==> config.mk <==
export PLATFORM = sky130hd
export DESIGN_NAME = paint_ctrl_brush_flat
export DESIGN_NICKNAME = d
export VERILOG_FILES = /design/src/rtl/paint_ctrl_brush_pkg.sv /design/src/rtl/paint_ctrl_brush_if.sv /design/src/rtl/paint_ctrl_brush_walker.sv /design/src/rtl/paint_ctrl_brush.sv /design/src/flat_wrapper.sv
export SDC_FILE = /design/constraint.sdc
export NUM_CORES = 1
export LEC_CHECK = 0
export BUFFER_PORTS_ARGS = -buffer_cell sky130_fd_sc_hd__buf_2
export CAP_MARGIN = 0
export CORE_MARGIN = 5
export CORE_UTILIZATION = 53
export DETAILED_ROUTE_END_ITERATION = 7
export GPL_ROUTABILITY_DRIVEN = 0
export GPL_TIMING_DRIVEN = 0
export PLACE_DENSITY_LB_ADDON = 0.12
export SLEW_MARGIN = 20
export SYNTH_ARGS = -nofsm -noshare
export SYNTH_HDL_FRONTEND = slang
export SYNTH_SLANG_ARGS = --single-unit
==> constraint.sdc <==
create_clock -name clk -period 3.1 [get_ports clk]
set_input_delay 0.31 -clock clk [delete_from_list [all_inputs] [get_ports clk]]
set_output_delay 0.31 -clock clk [all_outputs]
set_load 0.005 [all_outputs]
==> src/rtl/paint_ctrl_brush_pkg.sv <==
// Shared types and helpers for the retro_paint brush sequencer.
// Optional erase support is selected by the PAINT_ERASE_EN macro in paint_ctrl_brush.sv.
package paint_pkg;

  typedef enum logic [2:0] {
    ST_IDLE,
    ST_SAMPLE,
    ST_DECODE,
    ST_CURSOR,
    ST_PAL,
    ST_PAL_CHK,
    ST_PAL_COMMIT,
    ST_PAINT
  } paint_state_t;

  localparam int ERASE_COLOR = 0;

  // A zero-sized brush would paint nothing, so the smallest legal side is one pixel.
  function automatic int clamp_side(input int side, input int side_max);
    if (side < 1) return 1;
    if (side > side_max) return side_max;
    return side;
  endfunction

endpackage

==> src/rtl/paint_ctrl_brush_if.sv <==
// Framebuffer pixel write port: valid/ready handshake carrying coordinates and colour.
interface paint_ctrl_brush_if #(
  parameter int CW  = 8,
  parameter int PXW = 8
) ();

  logic           wr_valid;
  logic           wr_ready;
  logic [CW-1:0]  wr_x;
  logic [CW-1:0]  wr_y;
  logic [PXW-1:0] wr_data;

  modport master (output wr_valid, wr_x, wr_y, wr_data, input wr_ready);
  modport slave  (input wr_valid, wr_x, wr_y, wr_data, output wr_ready);

endinterface

==> src/rtl/paint_ctrl_brush_walker.sv <==
// Raster walker over an NxN brush: dx/dy counters, on-screen test and last-pixel flag.
module paint_brush_walker #(
  parameter int CW    = 8,
  parameter int SCR_W = 64,
  parameter int SCR_H = 64,
  parameter int BW    = 3
) (
  input  logic          clk,
  input  logic          rst,
  input  logic          start,
  input  logic          advance,
  input  logic [CW-1:0] x0,
  input  logic [CW-1:0] y0,
  input  logic [BW-1:0] side,
  output logic [CW-1:0] px_x,
  output logic [CW-1:0] px_y,
  output logic          px_on,
  output logic          last
);

  logic [BW-1:0] dx;
  logic [BW-1:0] dy;
  logic [CW:0]   sum_x;
  logic [CW:0]   sum_y;
  logic          row_end;

  assign row_end = (dx == side - BW'(1));

  always_ff @(posedge clk) begin
    if (rst || start) begin
      dx <= '0;
      dy <= '0;
    end else if (advance) begin
      if (row_end) begin
        dx <= '0;
        dy <= dy + BW'(1);
      end else begin
        dx <= dx + BW'(1);
      end
    end
  end

  // One extra bit keeps a cursor near the top of the coordinate range from wrapping back on-screen.
  assign sum_x = {1'b0, x0} + (CW+1)'(dx);
  assign sum_y = {1'b0, y0} + (CW+1)'(dy);
  assign px_on = (sum_x < (CW+1)'(SCR_W)) && (sum_y < (CW+1)'(SCR_H));
  assign px_x  = sum_x[CW-1:0];
  assign px_y  = sum_y[CW-1:0];
  assign last  = row_end && (dy == side - BW'(1));

endmodule

==> src/rtl/paint_ctrl_brush.sv <==
// Paint-mode sequencer: cursor/palette handshakes and clipped NxN brush painting.
// Define PAINT_ERASE_EN to let btn_erase paint ERASE_COLOR.
module paint_ctrl_brush
  import paint_pkg::*;
#(
  parameter int CW        = 8,
  parameter int PXW       = 8,
  parameter int SCR_W     = 64,
  parameter int SCR_H     = 64,
  parameter int BRUSH_MAX = 4,
  parameter int BW        = $clog2(BRUSH_MAX + 1)
) (
  input  logic                clk,
  input  logic                rst,
  input  logic                init,
  input  logic [CW-1:0]       cur_x,
  input  logic [CW-1:0]       cur_y,
  input  logic [BW-1:0]       brush_side,
  input  logic                btn_pal,
  input  logic                btn_enter,
  input  logic                btn_erase,
  input  logic [PXW-1:0]      pal_idx,
  input  logic                pal_enter,
  output logic                cursor_req,
  input  logic                cursor_done,
  output logic                pal_req,
  input  logic                pal_done,
  paint_ctrl_brush_if.master  wr,
  output logic [PXW-1:0]      color,
  output logic                busy
);

  paint_state_t  state;
  logic [CW-1:0] x0;
  logic [CW-1:0] y0;
  logic [BW-1:0] side;
  logic          pal_l;
  logic          paint_l;
  logic          erase_l;
  logic          walk_done;
  logic [CW-1:0] px_x;
  logic [CW-1:0] px_y;
  logic          px_on;
  logic          last;
  logic          advance;

`ifndef PAINT_ERASE_EN
  logic unused_erase;
  assign unused_erase = btn_erase;
`endif

  // The walker moves on whenever the output slot is free or its current beat is being accepted.
  assign advance = (state == ST_PAINT) && !walk_done && (!wr.wr_valid || wr.wr_ready);
  assign busy    = (state != ST_IDLE);

  paint_brush_walker #(
    .CW   (CW),
    .SCR_W(SCR_W),
    .SCR_H(SCR_H),
    .BW   (BW)
  ) u_walker (
    .clk    (clk),
    .rst    (rst),
    .start  (state == ST_DECODE),
    .advance(advance),
    .x0     (x0),
    .y0     (y0),
    .side   (side),
    .px_x   (px_x),
    .px_y   (px_y),
    .px_on  (px_on),
    .last   (last)
  );

  always_ff @(posedge clk) begin
    if (rst) begin
      state       <= ST_IDLE;
      color       <= '0;
      cursor_req  <= 1'b0;
      pal_req     <= 1'b0;
      wr.wr_valid <= 1'b0;
      wr.wr_x     <= '0;
      wr.wr_y     <= '0;
      wr.wr_data  <= '0;
      x0          <= '0;
      y0          <= '0;
      side        <= '0;
      pal_l       <= 1'b0;
      paint_l     <= 1'b0;
      erase_l     <= 1'b0;
      walk_done   <= 1'b0;
    end else begin
      case (state)
        ST_IDLE: begin
          if (init) state <= ST_SAMPLE;
        end
        ST_SAMPLE: begin
          x0        <= cur_x;
          y0        <= cur_y;
          side      <= BW'(clamp_side(int'(brush_side), BRUSH_MAX));
          pal_l     <= btn_pal;
          walk_done <= 1'b0;
`ifdef PAINT_ERASE_EN
          paint_l   <= btn_enter | btn_erase;
          erase_l   <= btn_erase & ~btn_enter;
`else
          paint_l   <= btn_enter;
          erase_l   <= 1'b0;
`endif
          state     <= ST_DECODE;
        end
        ST_DECODE: begin
          if (pal_l) begin
            pal_req <= 1'b1;
            state   <= ST_PAL;
          end else if (paint_l) begin
            state <= ST_PAINT;
          end else begin
            cursor_req <= 1'b1;
            state      <= ST_CURSOR;
          end
        end
        ST_CURSOR: begin
          if (cursor_done) begin
            cursor_req <= 1'b0;
            state      <= ST_SAMPLE;
          end
        end
        ST_PAL: begin
          if (pal_done) begin
            pal_req <= 1'b0;
            state   <= ST_PAL_CHK;
          end
        end
        ST_PAL_CHK: begin
          if (pal_enter) begin
            state <= ST_PAL_COMMIT;
          end else begin
            pal_req <= 1'b1;
            state   <= ST_PAL;
          end
        end
        ST_PAL_COMMIT: begin
          color <= pal_idx;
          state <= ST_SAMPLE;
        end
        ST_PAINT: begin
          // A stalled beat holds its coordinates and data until the framebuffer takes it.
          if (!wr.wr_valid || wr.wr_ready) begin
            if (walk_done) begin
              wr.wr_valid <= 1'b0;
              state       <= ST_SAMPLE;
            end else begin
              wr.wr_valid <= px_on;
              if (px_on) begin
                wr.wr_x    <= px_x;
                wr.wr_y    <= px_y;
                wr.wr_data <= erase_l ? PXW'(ERASE_COLOR) : color;
              end
              if (last) begin
                if (px_on) walk_done <= 1'b1;
                else       state     <= ST_SAMPLE;
              end
            end
          end
        end
        default: state <= ST_IDLE;
      endcase
    end
  end

endmodule

==> src/flat_wrapper.sv <==
// flat-port wrapper written by rule: the top's interface ports become plain ports
module paint_ctrl_brush_flat import paint_pkg::*;
#(
  parameter int CW        = 8,
  parameter int PXW       = 8,
  parameter int SCR_W     = 64,
  parameter int SCR_H     = 64,
  parameter int BRUSH_MAX = 4,
  parameter int BW        = $clog2(BRUSH_MAX + 1)
)
  (clk, rst, init, cur_x, cur_y, brush_side, btn_pal, btn_enter, btn_erase, pal_idx, pal_enter, cursor_req, cursor_done, pal_req, pal_done, color, busy, wr_wr_valid, wr_wr_x, wr_wr_y, wr_wr_data, wr_wr_ready);
  paint_ctrl_brush_if #(.CW(CW), .PXW(PXW)) wr_i ();
  input  logic clk;
  input  logic rst;
  input  logic init;
  input  logic [CW-1:0] cur_x;
  input  logic [CW-1:0] cur_y;
  input  logic [BW-1:0] brush_side;
  input  logic btn_pal;
  input  logic btn_enter;
  input  logic btn_erase;
  input  logic [PXW-1:0] pal_idx;
  input  logic pal_enter;
  output logic cursor_req;
  input  logic cursor_done;
  output logic pal_req;
  input  logic pal_done;
  output logic [PXW-1:0] color;
  output logic busy;
  output wire logic [$bits(wr_i.wr_valid)-1:0] wr_wr_valid;
  output wire logic [$bits(wr_i.wr_x)-1:0] wr_wr_x;
  output wire logic [$bits(wr_i.wr_y)-1:0] wr_wr_y;
  output wire logic [$bits(wr_i.wr_data)-1:0] wr_wr_data;
  input wire logic [$bits(wr_i.wr_ready)-1:0] wr_wr_ready;
  assign wr_wr_valid = wr_i.wr_valid;
  assign wr_wr_x = wr_i.wr_x;
  assign wr_wr_y = wr_i.wr_y;
  assign wr_wr_data = wr_i.wr_data;
  assign wr_i.wr_ready = wr_wr_ready;
  paint_ctrl_brush #(.CW(CW), .PXW(PXW), .SCR_W(SCR_W), .SCR_H(SCR_H), .BRUSH_MAX(BRUSH_MAX), .BW(BW)) u_core (.clk(clk), .rst(rst), .init(init), .cur_x(cur_x), .cur_y(cur_y), .brush_side(brush_side), .btn_pal(btn_pal), .btn_enter(btn_enter), .btn_erase(btn_erase), .pal_idx(pal_idx), .pal_enter(pal_enter), .cursor_req(cursor_req), .cursor_done(cursor_done), .pal_req(pal_req), .pal_done(pal_done), .wr(wr_i), .color(color), .busy(busy));
endmodule
==> results of run 1 <==
[flip-flops by register name (all words and copies together) (netlist names)]
register	flops
u_core.wr.wr_y	8
u_core.side	3
u_core.u_walker.dx	3
u_core.pal_l	1
u_core.walk_done	1
u_core.u_walker.dy	3
u_core.pal_req	1
u_core.y0	8
u_core.state	3
u_core.color	8
u_core.wr.wr_x	8
u_core.x0	8
u_core.paint_l	1
u_core.wr.wr_valid	1
u_core.wr.wr_data	8
u_core.cursor_req	1
[metal layers]
metal	wire, µm	vias to the layer above	global-route usage [%]
li1	-	1428	-
met1	3450	1289	28.6
met2	3490	80	32.5
met3	550	9	5.38
met4	94	0	7.91
met5	0	-	0
[cell families (layout without fill, tap and decap cells)]
kind of cell / count (synthesis) / count (layout) / share of synthesized area, %
xor+xnor: 18 / 18 / 5.20
buf+inv: 27 / 114 / 3.51
compound gates: 88 / 88 / 16.3
fa+ha+maj: 11 / 11 / 5.03
flops: 66 / 66 / 43.6
mux: 11 / 11 / 3.63
simple gates: 142 / 142 / 22.7
[worst max-delay path: stages (launching register included)]
cell and delay, ns:
sky130_fd_sc_hd__dfxtp_1 0.48, sky130_fd_sc_hd__ha_1 0.24, sky130_fd_sc_hd__inv_1 0.07, sky130_fd_sc_hd__fa_1 0.45, sky130_fd_sc_hd__and2b_1 0.22, sky130_fd_sc_hd__o2111ai_1 0.13
sky130_fd_sc_hd__mux2i_1 0.26, sky130_fd_sc_hd__nand4_2 0.26, sky130_fd_sc_hd__nor2_2 0.51, sky130_fd_sc_hd__a211oi_1 0.16
[cell usage after synthesis, types with 3 or more instances]
cell type                   n  area share, %
sky130_fd_sc_hd__a211oi_1   7            1.7
sky130_fd_sc_hd__xnor2_1   12            3.5
sky130_fd_sc_hd__inv_1      6           0.74
sky130_fd_sc_hd__nand2b_1   9            1.9
sky130_fd_sc_hd__nand3_1   16            2.6
sky130_fd_sc_hd__or3_1      5            1.0
sky130_fd_sc_hd__dfxtp_1   66             44
sky130_fd_sc_hd__mux2i_1   11            3.6
sky130_fd_sc_hd__clkbuf_1  19            2.4
sky130_fd_sc_hd__nand2_1   56            6.9
sky130_fd_sc_hd__a311oi_1   3           0.87
sky130_fd_sc_hd__o21ai_0   16            2.6
sky130_fd_sc_hd__nor2_1    29            3.6
sky130_fd_sc_hd__a21oi_1   51            8.4
sky130_fd_sc_hd__and3_1     5            1.0
sky130_fd_sc_hd__ha_1       9            3.7
sky130_fd_sc_hd__nor2b_1    4           0.82
sky130_fd_sc_hd__xor2_1     6            1.7
[through the flow]
step | utilization (%) | instance area [µm²] | instances
floorplan | - | 3030 | 363
global placement | 62.8 | 3480 | 506
detailed placement | 62.8 | 3480 | 506
CTS | 66.4 | 3680 | 522
global route | 66.4 | 3680 | 522
finish | 66.4 | 3680 | 522
[worst max-delay path by stage]
stage                          startpoint           endpoint  slack, ns  depth (start not counted)
finish              u_core.u_walker.dx[0]  u_core.wr.wr_x[4]       0.16                          9
global route        u_core.u_walker.dx[0]  u_core.wr.wr_x[5]      0.001                          9
CTS                 u_core.u_walker.dx[0]  u_core.wr.wr_x[4]       0.19                          9
detailed placement  u_core.u_walker.dx[0]  u_core.wr.wr_x[4]       0.25                          9
global placement    u_core.u_walker.dx[0]  u_core.wr.wr_x[5]       0.28                          9
floorplan           u_core.u_walker.dx[0]  u_core.wr.wr_y[3]       0.69                         10
[power by group]
group | switching, mW | internal (mW) | total (mW)
clock | 0.358 | 0.376 | 0.734
sequential | 0.0527 | 0.905 | 0.958
combinational | 0.306 | 0.173 | 0.479
total | 0.717 | 1.45 | 2.17
[final cells by class]
cell class                      count  area (µm²)
Clock buffer                        9         124
Buffer                             21        83.8
Clock inverter                      7        76.3
Fill cell                         514        1860
Multi-Input combinational cell    270        1610
Tap cell                           72        90.1
Inverter                            6        22.5
Sequential cell                    66        1320
Timing Repair Buffer               71         355
==> impl.org, run 1 <==
** Yosys
- In this run the cell area of the synthesized design comes to ~3000 µm².
- Of all flip-flops after synthesis, the portion carrying an async set or reset was 0%.
- Cells after Synth :: ~360
- Avg Synthesized Cell Area :: about 8.4 µm²
- Net count after synthesis :: between 400 and 500
- The share of the Yosys chip area taken by registers is a little over two fifths.
- During synthesis, Yosys emitted a total of 0 warnings.
- Counting flops with a built-in enable in the synthesized netlist gives 0.
- For this run, the leading register cell type out of synthesis is sky130_fd_sc_hd__dfxtp_1.
- Distinct cell type count of the synthesized netlist :: 43
- Counting flops and latches in the post-synthesis netlist gives 66.

** Run
- The tool flagged a number of max-cap violations equal to 0.

** Routing
- After detailed routing, the average wire length per cell comes to roughly 15 µm.
- Dividing the detail-routed via count by the number of cells gives 5.38.
- Drt total wl :: between 7000 and 8000 µm
- Once detail routing completed, the nets flagged for antenna violations numbered 0.
- DRT Pass-1 Iters :: 6
- Count of routing violations after the opening detailed-route iteration :: approximately 150
- Number of remaining DRC errors :: 0
- Vias :: between 2000 and 3000

** Clocking
- In this run the number of H-tree levels came out at 3.
- Counting every sink on the clock net gives 66.
- Clock-pin slew was measured on the worst setup and hold paths at 0.08 ns.
- Count of cells resized by post-cts repair :: 0
- Number of buffers created by CTS :: 9
- Total of hold buffers inserted after clock tree synthesis :: 0
- The later pin in the worst-skew pair is clocked with a latency of about 0.35 ns.
- Max clock buf depth :: 2
- Once the clock tree was built, the setup fixing pass inserted 0 buffers.
- Clk Tree Root Cell :: sky130_fd_sc_hd__clkbuf_8
- TritonCTS built the clock tree.

** Floorplanning
- Core ar. :: approximately 5500 µm²
- For this configuration, the core starts out at a cell density of approximately 55%.
- From bottom edge to top edge, the die measures approximately 86 µm.
- The die covers 7340 µm².
- Number of placement rows :: 27
- Measured along the x axis, the die boundary spans around 86 µm.
- Top-Level Pins :: 73

** Status
- The flow ran to the end, and the final reports show no timing, DRC or antenna violations.

** Cells and area
- Share of final-layout standard cells stronger than drive strength 1 :: between 20% and 30%
- From synthesis to final layout, the design area changed by 21.3%.
- Leaving out fill and tap cells, the most frequent cell in the layout is sky130_fd_sc_hd__buf_2.
- The repair_antennas step left the layout with diodes totalling 0.
- Net total in the final layout :: roughly 490
- Most frequent cells in the layout :: sky130_fd_sc_hd__buf_2 (72), sky130_fd_sc_hd__dfxtp_1 (66), sky130_fd_sc_hd__nand2_1 (56)

** Worst setup path
- Data arrival at the endpoint of the critical path :: 3.14 ns
- The worst register-to-register path has a depth of 9.
- The worst setup path is captured at a flop.
- Worst reg2reg endpoint :: u_core.wr.wr_x[4]
- The setup path with the least slack is of type flop to flop.
- Crit start category :: flop
- Startpoint of the lowest-slack register-to-register path :: u_core.u_walker.dx[0]
- Along the worst path, the maximum fanout reaches 9.
- Reg-to-reg setup timing slack :: 0.16 ns
- Req. time, crit path :: 3.30 ns

** Timing
- Hold Worst Slack :: 0.192 ns
- Max-Slew Margin vs Limit :: approximately 59%
- Across all setup checks in the final design, the least slack found is approximately 0.16 ns.
- Clock skew on the completed layout was measured at 0.00949 ns.
- Max-slew violation total from the final report :: 0
- For the final routed database, the setup TNS stands at 0 ns.
- The smallest clock period supported by the final layout is computed as around 3 ns.
- Final critical-path share of the clock period :: 94.8%
- Setup Viol. Count Final :: 0
- Timing would allow up to around 0.34 GHz.
- The final number of hold-violating endpoints came to 0.
- Setup repair after global routing left no endpoint under its margin.
- Slew at the pin with the worst max-slew slack :: approximately 0.61 ns

** Placed design
- Setup WS pre-CTS :: about 0.25 ns
- Buffers placed on the I/O ports in this run total 71.
- Post-DP HPWL :: around 5600 µm

** Pwr
- IR analysis of the VDD net gives a maximum drop of 0.000378 V.
- Cell Pwr Density :: slightly below 600 nW/µm²
- The design draws ~2.2 mW.
- In this run the static leakage power is ~1.6 nW.

** Global route
- Antenna violations before repair :: 0
- Global routing used a little over a fifth of the available tracks.
- Entering global routing, the biggest net connects 14 pins.
- The via count of the first global-routing pass came to 2533.
- Summed over all layers, the global routing overflow is 0.
- The first global-routing pass estimated 12200 µm of wire.

** Hold path
- Counting instances, the worst hold path has a depth of 3.
- Hold Crit Endpoint :: u_core.color[5]
- Tightest Hold Check Type :: input pin to flop
- The startpoint identified for the worst hold timing path is pal_idx[5].
Power figures use the tool's default switching activity.
==> inputs of run 2 (changes only) <==
Settings changed: CORE_MARGIN 5 to 2, PLACE_DENSITY from default to 0.88, PLACE_DENSITY_LB_ADDON 0.12 to default.
Clock period 3.1 ns to 3 ns, I/O delays scaled along.
==> impl.org, run 2 (synthesized netlist as in run 1, its figures left out) <==
** Routing
- Vias :: 2937 (was 2806)
- The total DRC errors in the routed layout is 0 (unchanged).
- The average routed wire per standard cell was 15.3 µm (was 14.5 µm).
- DRT Pass-1 Iters :: 5 (was 6)
- Final ANT Viol Nets :: 0 (unchanged)
- Count of routing violations after the opening detailed-route iteration :: 304 (was 149)
- Vias/cell :: 5.60 (was 5.38)
- The aggregate routed wire length is 8000 µm (was 7580 µm).

** Pwr
- The proportion of power drawn by combinational gates came to 20.6% (was 22.1%).
- The switching portion of total power came to 29.4% (was 33.0%).
- The worst supply voltage drop on vdd is 0.000501 V (was 0.000378 V).
- The power dissipated by switching net loads was 0.745 mW (was 0.717 mW).
- The internal power was 1.79 mW (was 1.45 mW).
- The ratio of total power to cell area was 673 nW/µm² (was 590 nW/µm²).
- The leakage dissipation was 1.61 nW (was 1.56 nW).
- Clock network fraction of design power :: 40.2% (was 33.8%)
- Portion of total power attributed to sequential cells :: 39.2% (was 44.1%)
- PnR Total Power :: 2.54 mW (was 2.17 mW)

** Clocking
- Clock transition at the registers of the reported paths :: 0.08 ns (about the same)
- The CTS H-tree depth is 3 (unchanged).
- Number of buffers created by CTS :: 9 (unchanged)
- TritonCTS Sinks :: 66 (unchanged)
- The clock insertion delay at the later pin of the skew report was 0.36 ns (was 0.35 ns).
- The clock tree from TritonCTS was done (unchanged).
- Clk Tree Root Cell :: sky130_fd_sc_hd__clkbuf_8 (unchanged)
- Total of hold buffers inserted after clock tree synthesis :: 0 (unchanged)
- Max clock buf depth :: 2 (unchanged)

** Hold path
- The type of the worst min-delay path is input pin to flop (unchanged).
- Hold Crit Endpoint :: u_core.color[4] (was u_core.color[5])
- Origin of the worst min-delay path :: pal_idx[4] (was pal_idx[5])
- Hold Path Depth :: 3 (unchanged)

** Floorplanning
- The horizontal die dimension came to 79.6 µm (was 85.6 µm).
- Top-Level Pins :: 73 (unchanged)
- Initial standard-cell utilization of the core :: 55.1% (was 54.7%)
- The floorplan core area is 5510 µm² (was 5540 µm²).
- The full die area is 6340 µm² (was 7340 µm²).
- The die extent in y was 79.6 µm (was 85.6 µm).
- The number of rows created at floorplan was 27 (unchanged).

** Placed design
- The count of input and output buffers is 71 (unchanged).
- Placed instance count :: 506 (unchanged)
- Post-DP HPWL :: 5580 µm (was 5590 µm)

** Global route
- Largest net degree at the start of global routing :: 13 (was 14)
- Global-route congestion overflow total :: 0 (unchanged)
- The via count of the first global-routing pass came to 2776 (was 2533).
- Wire length of the first global-routing pass :: 12700 µm (was 12200 µm)
- The initial antenna violation count came to 0 (unchanged).
- The total routing resource utilization after global routing was 26.2% (was 21.1%).

** Worst setup path
- Reg-to-reg setup timing slack :: 0.29 ns (was 0.16 ns)
- The path length in cells of the critical path was 9 (unchanged).
- The delay of the slowest cell on the worst path was 0.45 ns (was 0.51 ns).
- The sort of element at the start of the critical path is a flop (unchanged).
- The critical register-to-register path endpoint is u_core.wr.wr_y[2] (was u_core.wr.wr_x[4]).
- Highest fanout seen on the critical path :: 9 (unchanged)
- Type of element capturing the critical path :: flop (unchanged)
- Critical-path cell list: ha_1 > inv_1 > fa_1 > and2b_1 > o2111ai_1 > mux2i_1 > nand4_2 > nor2_2 > a211oi_1 (unchanged).
- The worst path required time came to 3.22 ns (was 3.30 ns).
- The slowest cell on the critical path is sky130_fd_sc_hd__fa_1 (was sky130_fd_sc_hd__nor2_2).
- The critical path buffer and inverter count is 1 (unchanged).
- Startpoint of the lowest-slack register-to-register path :: u_core.u_walker.dx[0] (unchanged)
- Cell class contributing the biggest share of worst-path delay :: simple AND/OR/NAND/NOR gates (unchanged)
- The cell count of the worst reg-to-reg path came to 9 (unchanged).
- Critical setup path kind :: flop to flop (unchanged)
- Data arrival at the endpoint of the critical path :: 2.92 ns (was 3.14 ns)

** Timing
- Number of endpoints with negative hold slack in the final report :: 0 (unchanged)
- The final setup TNS is 0 ns (unchanged).
- Final critical-path share of the clock period :: 90.2% (was 94.8%)
- The count of final max-slew check failures is 0 (unchanged).
- The actual slew at the worst max-slew pin was 0.614 ns (was 0.612 ns).
- Time the worst path needs with I/O delays and setup :: 2.71 ns (was 2.94 ns)
- The total of endpoints with negative setup slack in the final report came to 0 (unchanged).
- Max-Slew Margin vs Limit :: 59.0% (was 59.2%)
- Unrepaired setup endpoints after global routing: no (unchanged).
- Maximum clock frequency :: 0.370 GHz (was 0.340 GHz)
- The clock skew is 0.0122 ns (was 0.00949 ns).

** Cells and area
- Net total in the final layout :: 495 (was 493)
- Commonest non-fill, non-tap cell in the layout :: sky130_fd_sc_hd__buf_2 (unchanged)
- Synthesis-to-layout area growth :: 24.3% (was 21.3%)
- The count of non-filler cells in the finished layout was 524 (was 522).
- Share of final-layout standard cells stronger than drive strength 1 :: 22.1% (was 21.3%)
- Most frequent cells in the layout: sky130_fd_sc_hd__buf_2 (72), sky130_fd_sc_hd__dfxtp_1 (65), sky130_fd_sc_hd__nand2_1 (56) (was sky130_fd_sc_hd__buf_2 (72), sky130_fd_sc_hd__dfxtp_1 (66), sky130_fd_sc_hd__nand2_1 (56)).
- Number of diodes added for antenna fixing :: 0 (unchanged)

** Status
- Outcome :: finished clean (unchanged)

** Run
- Max-cap violations :: 0 (unchanged)
run 2: cell count changes in the layout (fill, tap and decap cells not counted), sizes merged:
| cell | delta |
|---|---|
| bufinv | +3 |
| buf | +2 |
| clkinvlp | -2 |
| inv | -2 |
| clkbuf | +1 |
run 2: through the flow:
stage	instance area, µm²	util, %	hold WS [ns]	setup slack (ns)
2_1_floorplan	3030	-	0.432	0.589
3_3_place_gp	3480	63.2	0.444	0.280
3_5_place_dp	3480	63.2	0.457	0.213
4_1_cts	3750	68.2	0.171	0.162
5_1_grt	3770	68.5	0.179	0.112
6_report	3770	68.5	0.173	0.294
run 2: how the worst max path moves through the flow:
stage | start | slack (ns) | endpoint
2_1_floorplan | u_core.u_walker.dx[0] | 0.59 | u_core.wr.wr_y[3]
3_3_place_gp | u_core.u_walker.dx[0] | 0.28 | u_core.wr.wr_y[2]
3_5_place_dp | u_core.u_walker.dx[0] | 0.21 | u_core.wr.wr_data[1]
4_1_cts | u_core.u_walker.dx[0] | 0.16 | u_core.wr.wr_data[5]
5_1_grt | u_core.u_walker.dx[0] | 0.11 | u_core.wr.wr_data[4]
6_report | u_core.u_walker.dx[0] | 0.29 | u_core.wr.wr_y[2]
run 2: power groups by stage:
stage / combinational (mW) / sequential, mW / clock [mW]
after floorplan: 0.350 / 0.998 / 0
after global placement: 0.470 / 1.01 / 0
after detailed placement: 0.486 / 1.01 / 0
after CTS: 0.492 / 0.994 / 1.02
after global routing: 0.574 / 1.00 / 1.06
final: 0.522 / 0.995 / 1.02
run 2: cell type report:
cell class	instances	area, µm²
fillers	425	1740
multi-input cells	270	1610
clock inverters	6	138
inverters	6	22.5
flip-flops and latches	66	1320
well taps	72	90.1
clock buffers	10	138
plain buffers	21	85.1
repair buffers	73	370
run 2: tightest hold or removal path, cell delays in order:
cell                      delay [ns]
sky130_fd_sc_hd__buf_2          0.07
sky130_fd_sc_hd__mux2i_1        0.05
sky130_fd_sc_hd__nor2_1         0.07
run 2: what timing repair did:
| item | CTS | global route |
|---|---|---|
| setup endpoints to repair | 0 | 9 |
| gates resized for setup | 0 | 3 |
| setup buffers | 0 | 2 |
run 2: metal layers:
layer	track usage, %	wire length (µm)
met5	0	0
met2	45.7	4010
met1	30.2	3290
met3	7.47	570
met4	10.0	133
